File: config.mk
export PLATFORM = sky130hd
export DESIGN_NAME = commutation_scheduler
export DESIGN_NICKNAME = d
export VERILOG_FILES = /design/src/rtl/commutation_scheduler.sv
export SDC_FILE = /design/constraint.sdc
export NUM_CORES = 1
export LEC_CHECK = 0
export ABC_AREA = 1
export BUFFER_PORTS_ARGS = -buffer_cell sky130_fd_sc_hd__buf_2
export CELL_PAD_IN_SITES_DETAIL_PLACEMENT = 0
export CELL_PAD_IN_SITES_GLOBAL_PLACEMENT = 1
export CORE_MARGIN = 2
export CORE_UTILIZATION = 35
export CTS_CLUSTER_SIZE = 16
export DETAILED_ROUTE_END_ITERATION = 16
export PLACE_DENSITY = 0.69
export SETUP_SLACK_MARGIN = 0.02
export SKIP_LAST_GASP = 1
export SYNTH_ARGS = -nofsm -noshare
export SYNTH_HDL_FRONTEND = slang
export SYNTH_SLANG_ARGS = --single-unit
export TNS_END_PERCENT = 10
File: constraint.sdc
create_clock -name clk -period 11 [get_ports clk]
set_clock_uncertainty 0.2 [all_clocks]
set_input_delay 1.1 -clock clk [delete_from_list [all_inputs] [get_ports clk]]
set_output_delay 1.1 -clock clk [all_outputs]
set_load 0.01 [all_outputs]
File: src/rtl/commutation_scheduler.sv
// Commutation scheduler: tick-paced electrical position sequencer with gain ramp FSM.
// Define COMMUTATION_GAIN_RAMP_EN for stepped gain ramps; otherwise gain jumps on each tick.
module commutation_scheduler #(
    parameter int PWM_PERIOD       = 1024,
    parameter int RAMP_STEP        = 4,
    parameter int POSITION_MODULUS = 1170
) (
    input  logic        clk,
    input  logic        reset,
    input  logic        enable,
    input  logic        direction,
    input  logic [11:0] speed,
    input  logic [9:0]  gain_target,
    output logic [10:0] cycle_position,
    output logic [9:0]  gain,
    output logic        update_strobe,
    output logic        running,
    output logic [1:0]  state
);

    if (PWM_PERIOD < 2 || PWM_PERIOD > 65535) begin : g_bad_period
        $error("PWM_PERIOD out of range");
    end
    if (RAMP_STEP < 1 || RAMP_STEP > 1023) begin : g_bad_step
        $error("RAMP_STEP out of range");
    end

    typedef enum logic [1:0] {
        IDLE      = 2'd0,
        RAMP_UP   = 2'd1,
        RUN       = 2'd2,
        RAMP_DOWN = 2'd3
    } state_t;

    localparam logic [11:0] MOD12 = 12'(POSITION_MODULUS);

    state_t      state_q, state_d;
    logic [15:0] period_cnt;
    logic        tick;
    logic [3:0]  frac_q, frac_d;
    logic [10:0] pos_d;
    logic [9:0]  gain_d;
    logic [12:0] phase_sum;
    logic [8:0]  step;
    logic [11:0] pos_fwd, pos_rev;
    logic [9:0]  gain_toward, gain_down;

    assign tick = (period_cnt == 16'(PWM_PERIOD - 1));

    always_ff @(posedge clk or posedge reset) begin
        if (reset) begin
            period_cnt     <= '0;
            update_strobe  <= 1'b0;
            state_q        <= IDLE;
            gain           <= '0;
            cycle_position <= '0;
            frac_q         <= '0;
        end else begin
            update_strobe <= tick;
            period_cnt    <= tick ? 16'd0 : period_cnt + 16'd1;
            if (tick) begin
                state_q        <= state_d;
                gain           <= gain_d;
                cycle_position <= pos_d;
                frac_q         <= frac_d;
            end
        end
    end

    // 8.4 phase accumulator: integer part moves the position, fraction carries over
    assign phase_sum = {9'd0, frac_q} + {1'b0, speed};
    assign step      = phase_sum[12:4];
    assign pos_fwd   = {1'b0, cycle_position} + {3'd0, step};
    assign pos_rev   = {1'b0, cycle_position} - {3'd0, step};

    always_comb begin
        pos_d  = cycle_position;
        frac_d = 4'd0;
        if (state_q != IDLE) begin
            frac_d = phase_sum[3:0];
            if (direction) begin
                pos_d = (cycle_position < {2'b00, step}) ? 11'(pos_rev + MOD12) : pos_rev[10:0];
            end else begin
                pos_d = (pos_fwd >= MOD12) ? 11'(pos_fwd - MOD12) : pos_fwd[10:0];
            end
        end
    end

`ifdef COMMUTATION_GAIN_RAMP_EN
    logic [10:0] gain_up;
    logic [9:0]  gain_dn;

    assign gain_up = {1'b0, gain} + 11'(RAMP_STEP);
    assign gain_dn = gain - 10'(RAMP_STEP);

    always_comb begin
        gain_toward = gain_target;
        if (gain < gain_target) begin
            gain_toward = (gain_up >= {1'b0, gain_target}) ? gain_target : gain_up[9:0];
        end else if (gain > gain_target) begin
            gain_toward = ({1'b0, gain - gain_target} <= 11'(RAMP_STEP)) ? gain_target : gain_dn;
        end
    end

    assign gain_down = ({1'b0, gain} <= 11'(RAMP_STEP)) ? 10'd0 : gain_dn;
`else
    assign gain_toward = gain_target;
    assign gain_down   = 10'd0;
`endif

    // An enable-driven transition only changes state; the ramp resumes on the next tick
    always_comb begin
        state_d = state_q;
        gain_d  = gain;
        case (state_q)
            IDLE: begin
                if (enable) state_d = RAMP_UP;
            end
            RAMP_UP: begin
                if (!enable) begin
                    state_d = RAMP_DOWN;
                end else begin
                    gain_d = gain_toward;
                    if (gain_toward == gain_target) state_d = RUN;
                end
            end
            RUN: begin
                if (!enable) state_d = RAMP_DOWN;
                else         gain_d  = gain_toward;
            end
            RAMP_DOWN: begin
                if (enable) begin
                    state_d = RAMP_UP;
                end else begin
                    gain_d = gain_down;
                    if (gain_down == 10'd0) state_d = IDLE;
                end
            end
            default: state_d = IDLE;
        endcase
    end

    assign state   = state_q;
    assign running = (state_q != IDLE);

endmodule
Yosys cells after proc, flatten, opt, wreduce, memory -nomap -nowiden
Index checks and enable logic that the tools add are counted.
- equality and inequality tests: 8
- magnitude comparators: 2
- add/subtract/negate cells: 6
- reduce and logical (&&, ||, !) cells: 7
- mux-type cells: 13
- operators with widths (kind ; number):
    11-bit two-way mux ; 3
    10-bit two-way mux ; 2
    10-bit case mux with 2 select lines ; 1
    16-bit by 1-bit adder with 16-bit output, second input constant ; 1
    16-bit by 10-bit equality test with 1-bit output, second input constant ; 1
    16-bit two-way mux ; 1
    4-bit by 12-bit adder with 13-bit output ; 1
    11-bit by 9-bit adder with 12-bit output ; 1
    12-bit by 11-bit >= comparator with 1-bit output, second input constant ; 1
    11-bit adder, second input constant ; 1
    11-bit by 9-bit < comparator with 1-bit output ; 1
    11-bit subtractor, second input constant ; 1
    11-bit by 9-bit subtractor with 11-bit output ; 1
    2-bit case mux with 4 select lines ; 1
    2-bit inequality test, second input constant ; 3
    2-bit equality test, second input constant ; 2
    2-bit two-way mux ; 2
    4-bit two-way mux ; 1
    4-bit AND reduction ; 1
    2-bit nonzero test ; 2
    3-bit AND reduction ; 1
    2-bit by 1-bit equality test with 1-bit output, second input constant ; 1
    2-bit zero test ; 1
    1-bit two-way mux ; 2
    3 further kinds ; 3
- bits of input ports: 26
- flip-flop bits (word level): 44
- word-level logic and storage cells: 42

Logic depth before layout (Yosys ltp)
Gate-level depths: netlist of run 1.
- depth after elaboration: 5
- mapped depth: 32
- gate-level depth less buffers: 31

Least setup slack after synthesis of run 1
Ideal clock, no wire load.
- kind: input to register
- start point: in speed[0]
- end point: reg cycle_position[10]
- path slack: 6.542 ns
- data required time: 10.680 ns
- data arrival time: 4.138 ns
- buffers on the path: 0
- cell stages on the path: 28
- path through: ha_1 -> inv_1 -> fa_1 -> nor2_1 -> o21ai_0 -> nand2_1 -> nand2_1 -> nor2_1 -> inv_1 -> nor2_1 -> nand3_1 -> nor2_1 -> xor2_1 -> inv_1 -> ha_1 -> inv_1 -> nand2_1 -> nor3_2 -> nand2_1 -> nand2_1 -> xor2_2 -> nand2_1 -> nand2_1 -> nand3b_1 -> nand3_1 -> nand2_1 -> nand2_1 -> nand2_1
- cells in the longest elaborated chain, start to end: 5
- RTL lines (what ; RTL line ; RTL):
    from (decl) ; 12 ; input logic [11:0] speed,
    4-bit by 12-bit adder with 13-bit output (*) ; 71 ; assign phase_sum = {9'd0, frac_q} + {1'b0, speed};
    11-bit by 9-bit adder with 12-bit output / 11-bit by 9-bit subtractor with 11-bit output (equally long branches) ; 73, 74 ;
    11-bit subtractor, or another cell as far along ; 84 ; pos_d = (pos_fwd >= MOD12) ? 11'(pos_fwd - MOD12) : pos_fwd[10:0];
    11-bit two-way mux (on tied branches) ; 84, 82 ;
    11-bit two-way mux (*) ; 81 ; if (direction) begin
    to (signal assigned) ; 64 ; cycle_position <= pos_d;
    to (decl) ; 14 ; output logic [10:0] cycle_position,
Every way passes the cells marked *; elsewhere a longest branch is shown, timed or not.
A chain may end at the register's enable or synchronous reset.

Worst setup path in the final report of run 1
- start point: in speed[0]
- end point: reg cycle_position[4]
Same word-level chain as after synthesis.

==> results.yml, run 1 <==
yosys:
  yosysTopAreaCellShare_pct: 25.7
  synthFlopType: "dfrtp_1"
  yosys-top-cells-area: "dfrtp_1 (26%), nand2_1 (14%), ha_1 (9.1%)"
  synth_common_cells: "nand2_1 (157), inv_1 (78), nand3_1 (51)"
  seq_area_frac_synth_pct: 25.7
  syn_inst: 598
  synth_area_um2: 4280
  ys_ff_latch: 44
  ys_types: 50
  synth-edff-count: 0
  synth_top_cell_by_area: "dfrtp_1"
  ys_warn_count: 0
  yosysMostFrequentCell: "nand2_1"
  synthArstFlopShare_pct: 100
  syn_nets: 658
  synth_area_per_cell_um2: 7.16
clocking:
  cts_buffer_depth: 2
  insertion_delay_ns: 0.29
  root_buffer: "clkbuf_16"
  htreeDepth: 2
  cts_tree: "done"
  holdBufCountCts: 0
  post_cts_buffers: 0
  cts_resized: 0
  cts_buffers: 5
  clkTransAtPathRegs_ns: 0.06
  clock_sinks: 44
die:
  rows: 40
  start_util_pct: 35.8
  ios: 51
  die_h_um: 115
  fp.coreArea_um2: 12000
  die_w_um: 115
  die_area_um2: 13100
placement:
  pre_cts_slack_ns: 5.56
  hpwl_um: 8820
  placed_area_um2: 4640
  port_buffers: 50
  gp_congestion: 0.849
sta:
  setup_viol: 0
  drv_slew: 0
  fin_hold_ws_ns: 0.263
  tightest_slew_ns: 0.955
  max_freq_mhz: 193
  rsz0062_at_grt: "false"
  fin_tns_setup_ns: 0
  hold_violations: 0
  maxSlewHeadroom_pct: 36.2
  layout_setup_ws_ns: 5.81
  fin_crit_sh_pct: 47.2
  period_needed_ns: 5.19
cells_and_area:
  post-route-util_pct: 39.9
  drive_above_1_share_pct: 22.2
  num-fill-cells: 1256
  fin_area_um2: 4770
  syn_to_final_growth_pct: 11.4
  multi_input_area_um2: 2750
  ff_latch_area_um2: 1100
  antenna_cells: 0
  nets: 705
grt:
  antenna_found_initial: 0
  grt_max_degree: 45
  grt_pass1_wl_um: 18300
  track_usage_pct: 17.6
  grt_overflow: 0
  grt_pass1_vias: 3786
setup_path:
  crit_required_ns: 10.98
  r2r_slack_ns: 6.34
  critPathMostFrequentCell: "nand2_1"
  cp_data_arrival_time_ns: 5.17
  crit_end: "cycle_position[4]$_DFFE_PP0P_"
  path_class: "input port to flip-flop"
  r2r_start: "frac_q[0]$_DFFE_PP0P_"
  r2r-end: "cycle_position[4]$_DFFE_PP0P_"
  critPathLaunchType: "input port"
  critPathMaxFanout: 10
  critPathMaxStageDelay_ns: 0.63
  rr_worst_depth: 29
  end_kind: "flip-flop"
  crit_start: "speed[0]"
  slowest_stage: "nor4_1"
pwr:
  p_leak_nw: 2.66
  ir_drop_uv: 95.8
  p_per_area_nw_per_um2: 85.2
status:
  status: "finished, final reports clean"
drt:
  num_vias: 3795
  ant_nets: 0
  wl_um: 10800
  drtIter0Drc: 206
  vias_per_cell: 4.79
  route.detailed.drc: 0
  avgRoutedWirePerCell_um: 13.7
  drtPass1Iterations: 4
hold_path:
  worstHoldPathCells: 1
  hold_class: "flip-flop to flip-flop"
flow_run:
  max_cap_violations: 0
-- layer usage --
metal,track usage (%),part of all wire (%),up-vias
li1,-,-,1989
met2,29.4,47,46
met3,2.65,2.6,9
met1,24.0,49,1751
met5,0,0,-
met4,4.23,1.6,0
-- worst min-delay path by stage --
stage / slack, ns / to / from
global placement: 0.25 / period_cnt[0]$_DFF_PP0_ / period_cnt[0]$_DFF_PP0_
floorplan: 0.23 / period_cnt[0]$_DFF_PP0_ / period_cnt[0]$_DFF_PP0_
CTS: 0.26 / period_cnt[0]$_DFF_PP0_ / period_cnt[0]$_DFF_PP0_
finish: 0.26 / period_cnt[0]$_DFF_PP0_ / period_cnt[0]$_DFF_PP0_
detailed placement: 0.26 / period_cnt[0]$_DFF_PP0_ / period_cnt[0]$_DFF_PP0_
global route: 0.31 / period_cnt[0]$_DFF_PP0_ / period_cnt[0]$_DFF_PP0_
-- logic make-up (layout without fill, tap and decap cells) --
| family | count (synthesis) | in the layout | synth area share [%] |
|---|---|---|---|
| AOI/OAI and AO/OA | 68 | 68 | 10.4 |
| buffers and inverters | 103 | 150 | 9.99 |
| DFF | 44 | 44 | 25.7 |
| xor gates and xnor gates | 21 | 21 | 4.47 |
| and+or+nand+nor | 328 | 328 | 39.0 |
| adders and majority gates | 34 | 34 | 10.5 |
-- final cells by class --
type | instances | share of cell area, %
Timing Repair Buffer | 50 | 5.25
Tap cell | 147 | 3.86
Sequential cell | 44 | 23.1
Clock buffer | 6 | 2.70
Multi-Input combinational cell | 451 | 57.7
Inverter | 93 | 7.32
Clock inverter | 1 | 0.105
-- where the power goes --
| group | internal, mW | total [mW] | switching, mW |
|---|---|---|---|
| Clock | 0.0826 | 0.144 | 0.0609 |
| Sequential | 0.162 | 0.162 | 0.0000110 |
| Combinational | 0.0341 | 0.101 | 0.0669 |
-- per-stage QoR --
stage          power [mW]  cells
3_3_place_gp        0.265    785
5_1_grt             0.432    792
6_report            0.406    792
4_1_cts             0.412    792
3_5_place_dp        0.265    785
2_1_floorplan       0.243    598
-- cells in the final DEF (no fill, tap or decap), types with 3 or more instances in the layout --
| cell type | netlist | layout |
|---|---|---|
| nand2_1 | 157 | 157 |
| inv_1 | 78 | 77 |
| nand3_1 | 51 | 51 |
| buf_2 | 1 | 50 |
| nor2_1 | 45 | 45 |
| dfrtp_1 | 44 | 44 |
| ha_1 | 31 | 31 |
| o21ai_0 | 24 | 24 |
| nand2_2 | 18 | 18 |
| xor2_1 | 16 | 16 |
| inv_2 | 14 | 15 |
| a21oi_1 | 15 | 15 |
| nand3_2 | 12 | 12 |
| nand4_1 | 9 | 9 |
| nand2_4 | 7 | 7 |
| or2_2 | 7 | 7 |
| a21oi_2 | 6 | 6 |
| a21boi_2 | 5 | 5 |
| clkbuf_16 | 0 | 5 |
| nor2_4 | 4 | 4 |
| xnor2_1 | 4 | 4 |
| nor3_2 | 3 | 3 |
| o21ai_1 | 3 | 3 |
| nand3b_1 | 3 | 3 |
| nor4_1 | 3 | 3 |
| fa_1 | 3 | 3 |
-- critical path, delay by kind of cell --
kind                       cells  cell delay, ns
AOI/OAI and AO/OA              3            0.30
buffers and inverters          5            0.40
and+or+nand+nor               19            2.29
adders and majority gates      3            1.07
-- state kept, by name, summed over array words and instances (netlist names) --
name            cells
cycle_position     11
frac_q              4
gain               10
period_cnt         16
state               2
update_strobe       1
(Power assumes the default switching activity.)
==> inputs of run 2 (changes only) <==
- PLACE_DENSITY: 0.69 -> 0.72
- clock period: 11 -> 4.35 ns (I/O delays scaled with it)
==> run 2 against run 1 <==
Compared with the run above: hold slack worse by 0.10 ns; combinational power rose to 2.9 times the previous value; non-clock buffer count up 29; global-route usage up 1.0 points; first-iteration DRC count down 13%; clock power rose to 3.5 times the previous value; utilization up 3.4 points; sequential cell count unchanged; critical path type is now flip-flop to flip-flop.
==> results.yml, run 2 (same netlist as run 1, synthesis figures left out) <==
clocking:
  cts_tree: "done"
  clkTransAtPathRegs_ns: 0.07
  htreeDepth: 2
  insertion_delay_ns: 0.30
  cts_buffer_depth: 2
  clock_sinks: 44
  cts_buffers: 5
  root_buffer: "clkbuf_16"
drt:
  vias_per_cell: 4.84
  wl_um: 11900
  avgRoutedWirePerCell_um: 14.5
  route.detailed.drc: 0
  drtPass1Iterations: 4
  drtIter0Drc: 179
  ant_nets: 0
  num_vias: 3981
die:
  die_area_um2: 13100
  ios: 51
  die_w_um: 115
  start_util_pct: 35.8
  die_h_um: 115
  rows: 40
  fp.coreArea_um2: 12000
pwr:
  power_frac_comb_pct: 24.1
  pwr-share-clk_pct: 41.6
  p_sw_share_pct: 29.7
  p_per_area_nw_per_um2: 230
  ir_drop_uv: 187
  power.internal_uw: 840
  p_seq_share_pct: 34.3
  p_leak_nw: 2.84
  power.switching_uw: 354
status:
  status: "finished, final reports clean"
setup_path:
  path_class: "flip-flop to flip-flop"
  critPathMaxFanout: 4
  cp_data_arrival_time_ns: 4.13
  end_kind: "flip-flop"
  crit_required_ns: 4.33
  critPathMaxStageDelay_ns: 0.39
  critPathLaunchType: "flip-flop"
  slowest_stage: "fa_2"
  critPathMostFrequentCell: "nand2_1"
grt:
  grt_pass1_wl_um: 19300
  grt_max_degree: 45
  grt_overflow: 0
  grt_pass1_vias: 3945
  track_usage_pct: 18.6
  antenna_found_initial: 0
cells_and_area:
  reg.largest.list: "period_cnt (16), cycle_position (11), gain (10)"
  syn_to_final_growth_pct: 21.0
  layout_commonest_cell: "nand2_1"
  nets: 735
  mostFrequentLayoutCells: "nand2_1 (152), inv_1 (74), nand3_1 (50), buf_2 (50), dfrtp_1 (44)"
  antenna_cells: 0
  fin_area_um2: 5180
  largest-register: "period_cnt"
  post-route-util_pct: 43.3
  largest_register_ffs: 16
  drive_above_1_share_pct: 29.3
sta:
  maxSlewHeadroom_pct: 35.3
  rsz0062_at_grt: "true"
  fin_hold_ws_ns: 0.163
  max_freq_mhz: 241
  hold_violations: 0
  tightest_slew_ns: 0.968
  fin_crit_sh_pct: 95.3
  period_needed_ns: 4.15
  drv_slew: 0
  setup_viol: 0
placement:
  hpwl_um: 9410
  port_buffers: 50
  gp_congestion: 0.876
  placed_area_um2: 4780
flow_run:
  max_cap_violations: 0
hold_path:
  hold_class: "input port to asynchronous set/reset pin"
==> run 2: cell count changes in the layout (fill, tap and decap cells not counted), moves of 2 or more <==
cell | previous run | this run
buf_4 | 0 | 27
ha_1 | 31 | 26
nand2_1 | 157 | 152
nand2_2 | 18 | 23
nor2_1 | 45 | 41
nor2_2 | 1 | 5
ha_2 | 0 | 3
inv_1 | 77 | 74
a21oi_1 | 15 | 13
bufinv_16 | 0 | 2
ha_4 | 0 | 2
inv_2 | 15 | 17
==> run 2: area by class of cell <==
| type | count | area (µm²) |
|---|---|---|
| Timing Repair Buffer | 79 | 484 |
| Inverter | 93 | 352 |
| Tap cell | 147 | 184 |
| Sequential cell | 44 | 1100 |
| Multi-Input combinational cell | 452 | 2870 |
| Fill cell | 1258 | 6780 |
| Clock inverter | 2 | 60.1 |
| Clock buffer | 5 | 125 |
==> run 2: power groups by stage <==
stage / registers (mW) / clock network, mW / logic, mW
after floorplan: 0.417 / 0 / 0.199
after global placement: 0.417 / 0 / 0.267
after detailed placement: 0.417 / 0 / 0.272
after CTS: 0.409 / 0.512 / 0.276
after global routing: 0.409 / 0.526 / 0.324
final: 0.409 / 0.497 / 0.288
==> run 2: worst paths after layout <==
kind	start	endpoint	slack [ns]	cells past startpoint
setup / recovery	frac_q[0]$_DFFE_PP0P_	cycle_position[10]$_DFFE_PP0P_	0.20	31
hold / removal	reset	frac_q[2]$_DFFE_PP0P_	0.16	2
setup reg to reg	frac_q[0]$_DFFE_PP0P_	cycle_position[10]$_DFFE_PP0P_	0.20	31
hold reg to reg	period_cnt[0]$_DFF_PP0_	period_cnt[0]$_DFF_PP0_	0.27	1
max in group asynchronous	reset	cycle_position[5]$_DFFE_PP0P_	3.18	2
min in group clk	gain_target[9]	gain[9]$_DFFE_PP0P_	0.20	3
==> run 2: routing by layer <==
metal | wire length (µm) | global-route usage, % | part of all wire [%]
met1 | 5120 | 22.6 | 43
met4 | 284 | 5.93 | 2.4
met3 | 495 | 3.28 | 4.2
met5 | 0 | 0 | 0
met2 | 6000 | 33.3 | 50
==> run 2: metrics by stage <==
stage / setup TNS [ns] / power [mW] / cells / worst slack, ns
floorplan: 0 / 0.615 / 598 / 0.557
global placement: -1.06 / 0.684 / 802 / -0.148
detailed placement: -1.19 / 0.688 / 802 / -0.151
CTS: 0 / 1.20 / 810 / 0.0772
global route: -0.728 / 1.26 / 822 / -0.0932
finish: 0 / 1.19 / 822 / 0.203
==> run 2: timing repair <==
item	CTS	global route
endpoints found under the hold margin	0	0
hold buffers	0	0
pin swaps	0	22
buffers inserted	1	11
setup endpoints to repair	8	10
gates resized for setup	3	29
cloned	0	1
==> run 2: worst max-delay path, delay by kind of cell, from the launching register on <==
family | cells | cell delay (ns)
compound gates | 3 | 0.26
fa+ha+maj | 3 | 0.88
buf+inv | 7 | 0.53
flops | 1 | 0.38
simple gates | 18 | 1.77
==> inputs of run 3 (changes only) <==
--- a/config.mk
+++ b/config.mk
@@ -14,4 +14,5 @@
 export CTS_CLUSTER_SIZE = 16
 export DETAILED_ROUTE_END_ITERATION = 16
+export GPL_TIMING_DRIVEN = 1
 export PLACE_DENSITY = 0.72
 export SETUP_SLACK_MARGIN = 0.02
==> constraint.sdc (replaced) <==
create_clock -name clk -period 4.35 [get_ports clk]
set_clock_uncertainty 0.2 [all_clocks]
set_input_delay 0.6525 -clock clk [delete_from_list [all_inputs] [get_ports clk]]
set_output_delay 0.6525 -clock clk [all_outputs]
set_load 0.01 [all_outputs]
==> run 3 against run 2 <==
Compared with the run above: critical path depth shrank 7; clock power shrank 19%; hold slack gained 0.10 ns; final area grew 2.0%; via count grew 1.2%; die area is the same; combinational power grew 9.4%; non-clock buffer count grew 22; count of clock-buffer cells in the layout grew 1; maximum frequency grew 1.6%; register-to-register slack gained 0.13 ns; power shrank 5.7%; critical path type is now input port to flip-flop.
==> results.yml, run 3 (same netlist as run 1, synthesis figures left out) <==
status:
  status: "finished, final reports clean"
pwr:
  power_frac_comb_pct: 28.0
  power.internal_uw: 755
  p_seq_share_pct: 36.3
  ir_drop_uv: 192
  pwr-share-clk_pct: 35.7
  p_per_area_nw_per_um2: 213
  p_sw_share_pct: 32.9
  power_mw: 1.13
  p_leak_nw: 2.92
  power.switching_uw: 370
die:
  ios: 51
  die_area_um2: 13100
  fp.coreArea_um2: 12000
  die_w_um: 115
  start_util_pct: 35.8
  rows: 40
  die_h_um: 115
grt:
  grt_pass1_wl_um: 19400
  grt_pass1_vias: 3949
  grt_max_degree: 45
  antenna_found_initial: 0
  grt_overflow: 0
  track_usage_pct: 19.1
drt:
  wl_um: 11800
  num_vias: 4027
  vias_per_cell: 4.77
  ant_nets: 0
  drtPass1Iterations: 4
  route.detailed.drc: 0
  avgRoutedWirePerCell_um: 14.0
  drtIter0Drc: 192
cells_and_area:
  drive_above_1_share_pct: 31.1
  layoutNonFillerInstCount: 845
  largest_register_ffs: 16
  post-route-util_pct: 44.2
  reg.largest.list: "period_cnt (16), cycle_position (11), gain (10)"
  layout_commonest_cell: "nand2_1"
  nets: 757
  largest-register: "period_cnt"
  antenna_cells: 0
  fin_area_um2: 5280
  mostFrequentLayoutCells: "nand2_1 (153), inv_1 (76), buf_4 (51)"
  syn_to_final_growth_pct: 23.4
setup_path:
  crit_chain: "buf_2 -> ha_1 -> nand3_1 -> nand2_1 -> nand2_1 -> a21oi_2 -> nand4_1 -> nor2_1 -> xor2_1 -> ha_2 -> a21oi_2 -> nor2_1 -> nor2_1 -> nand2_1 -> nand2_2 -> nand2_4 -> nor2_4 -> nand2_4 -> nand2_8 -> nand2_4 -> buf_4 -> nand2_2 -> nand3_2 -> a21boi_2"
  rr_worst_depth: 23
  r2r_slack_ns: 0.33
  r2r_start: "frac_q[2]$_DFFE_PP0P_"
  path_class: "input port to flip-flop"
  critPathLaunchType: "input port"
  critPathMaxFanout: 10
  crit_cells: 24
  slowest_stage: "ha_2"
  cpLargestDelayFamily: "simple AND/OR/NAND/NOR gates"
  path_buf_inv: 2
  end_kind: "flip-flop"
  critPathMaxStageDelay_ns: 0.38
  crit_start: "speed[2]"
  crit_required_ns: 4.39
  r2r-end: "cycle_position[2]$_DFFE_PP0P_"
  cp_data_arrival_time_ns: 4.12
hold_path:
  worstHoldPathCells: 1
  hold_class: "flip-flop to flip-flop"
  hold_path_startpoint: "period_cnt[0]$_DFF_PP0_"
  worst_hold_path.endpoint: "period_cnt[0]$_DFF_PP0_"
sta:
  fin_crit_sh_pct: 93.8
  layout_setup_ws_ns: 0.270
  fin_hold_ws_ns: 0.268
  fin_tns_setup_ns: 0
  maxSlewHeadroom_pct: 33.9
  max_freq_mhz: 245
  tightest_slew_ns: 0.990
  drv_slew: 0
  rsz0062_at_grt: "true"
  period_needed_ns: 4.08
  setup_viol: 0
  hold_violations: 0
clocking:
  cts_buffers: 5
  cts_tree: "done"
  htreeDepth: 2
  clkTransAtPathRegs_ns: 0.07
  root_buffer: "clkbuf_16"
  insertion_delay_ns: 0.30
  cts_buffer_depth: 2
  clock_sinks: 44
placement:
  hpwl_um: 9340
  pre_cts_slack_ns: -0.305
  placed_area_um2: 5000
  gp_congestion: 0.849
  port_buffers: 50
  dp_cells: 833
flow_run:
  max_cap_violations: 0
==> run 3: cell types whose count changed in the layout (fill, tap and decap cells not counted), sizes merged <==
cell	previous run	this run
clkbuf	5	6
bufinv	2	0
clkinvlp	0	1
buf	79	101
clkinv	1	2
==> run 3: power groups by stage <==
stage	logic (mW)	clock network (mW)	registers [mW]
after floorplan	0.199	0	0.417
after global placement	0.294	0	0.417
after detailed placement	0.299	0	0.417
after CTS	0.301	0.418	0.409
after global routing	0.354	0.428	0.409
final	0.315	0.401	0.409
==> run 3: timing repair <==
action / 4_1_cts / 5_1_grt
gates resized for setup: 1 / 27
setup endpoints to repair: 1 / 10
buffers inserted: 0 / 3
hold buffers: 0 / 0
cloned: 0 / 1
pin swaps: 0 / 13
==> run 3: per-layer routing <==
layer	share of wire [%]	global-route usage (%)	wire, µm
met1	47	25.3	5530
met5	0	0	0
met4	2.8	6.99	329
met3	2.8	3.60	331
met2	48	30.8	5640
==> run 3: area by class of cell <==
class | instances | area [µm²]
Timing Repair Buffer | 101 | 633
Tap cell | 147 | 184
Clock inverter | 2 | 16.3
Sequential cell | 44 | 1100
Fill cell | 1233 | 6680
Multi-Input combinational cell | 452 | 2870
Inverter | 93 | 349
Clock buffer | 6 | 129
==> run 3: worst max path at each step <==
| stage | endpoint | slack (ns) |
|---|---|---|
| 6_report | cycle_position[2]$_DFFE_PP0P_ | 0.27 |
| 5_1_grt | cycle_position[2]$_DFFE_PP0P_ | -0.08 |
| 4_1_cts | cycle_position[8]$_DFFE_PP0P_ | 0.04 |
| 3_5_place_dp | cycle_position[7]$_DFFE_PP0P_ | -0.30 |
| 3_3_place_gp | cycle_position[8]$_DFFE_PP0P_ | -0.31 |
| 2_1_floorplan | cycle_position[10]$_DFFE_PP0P_ | 0.34 |
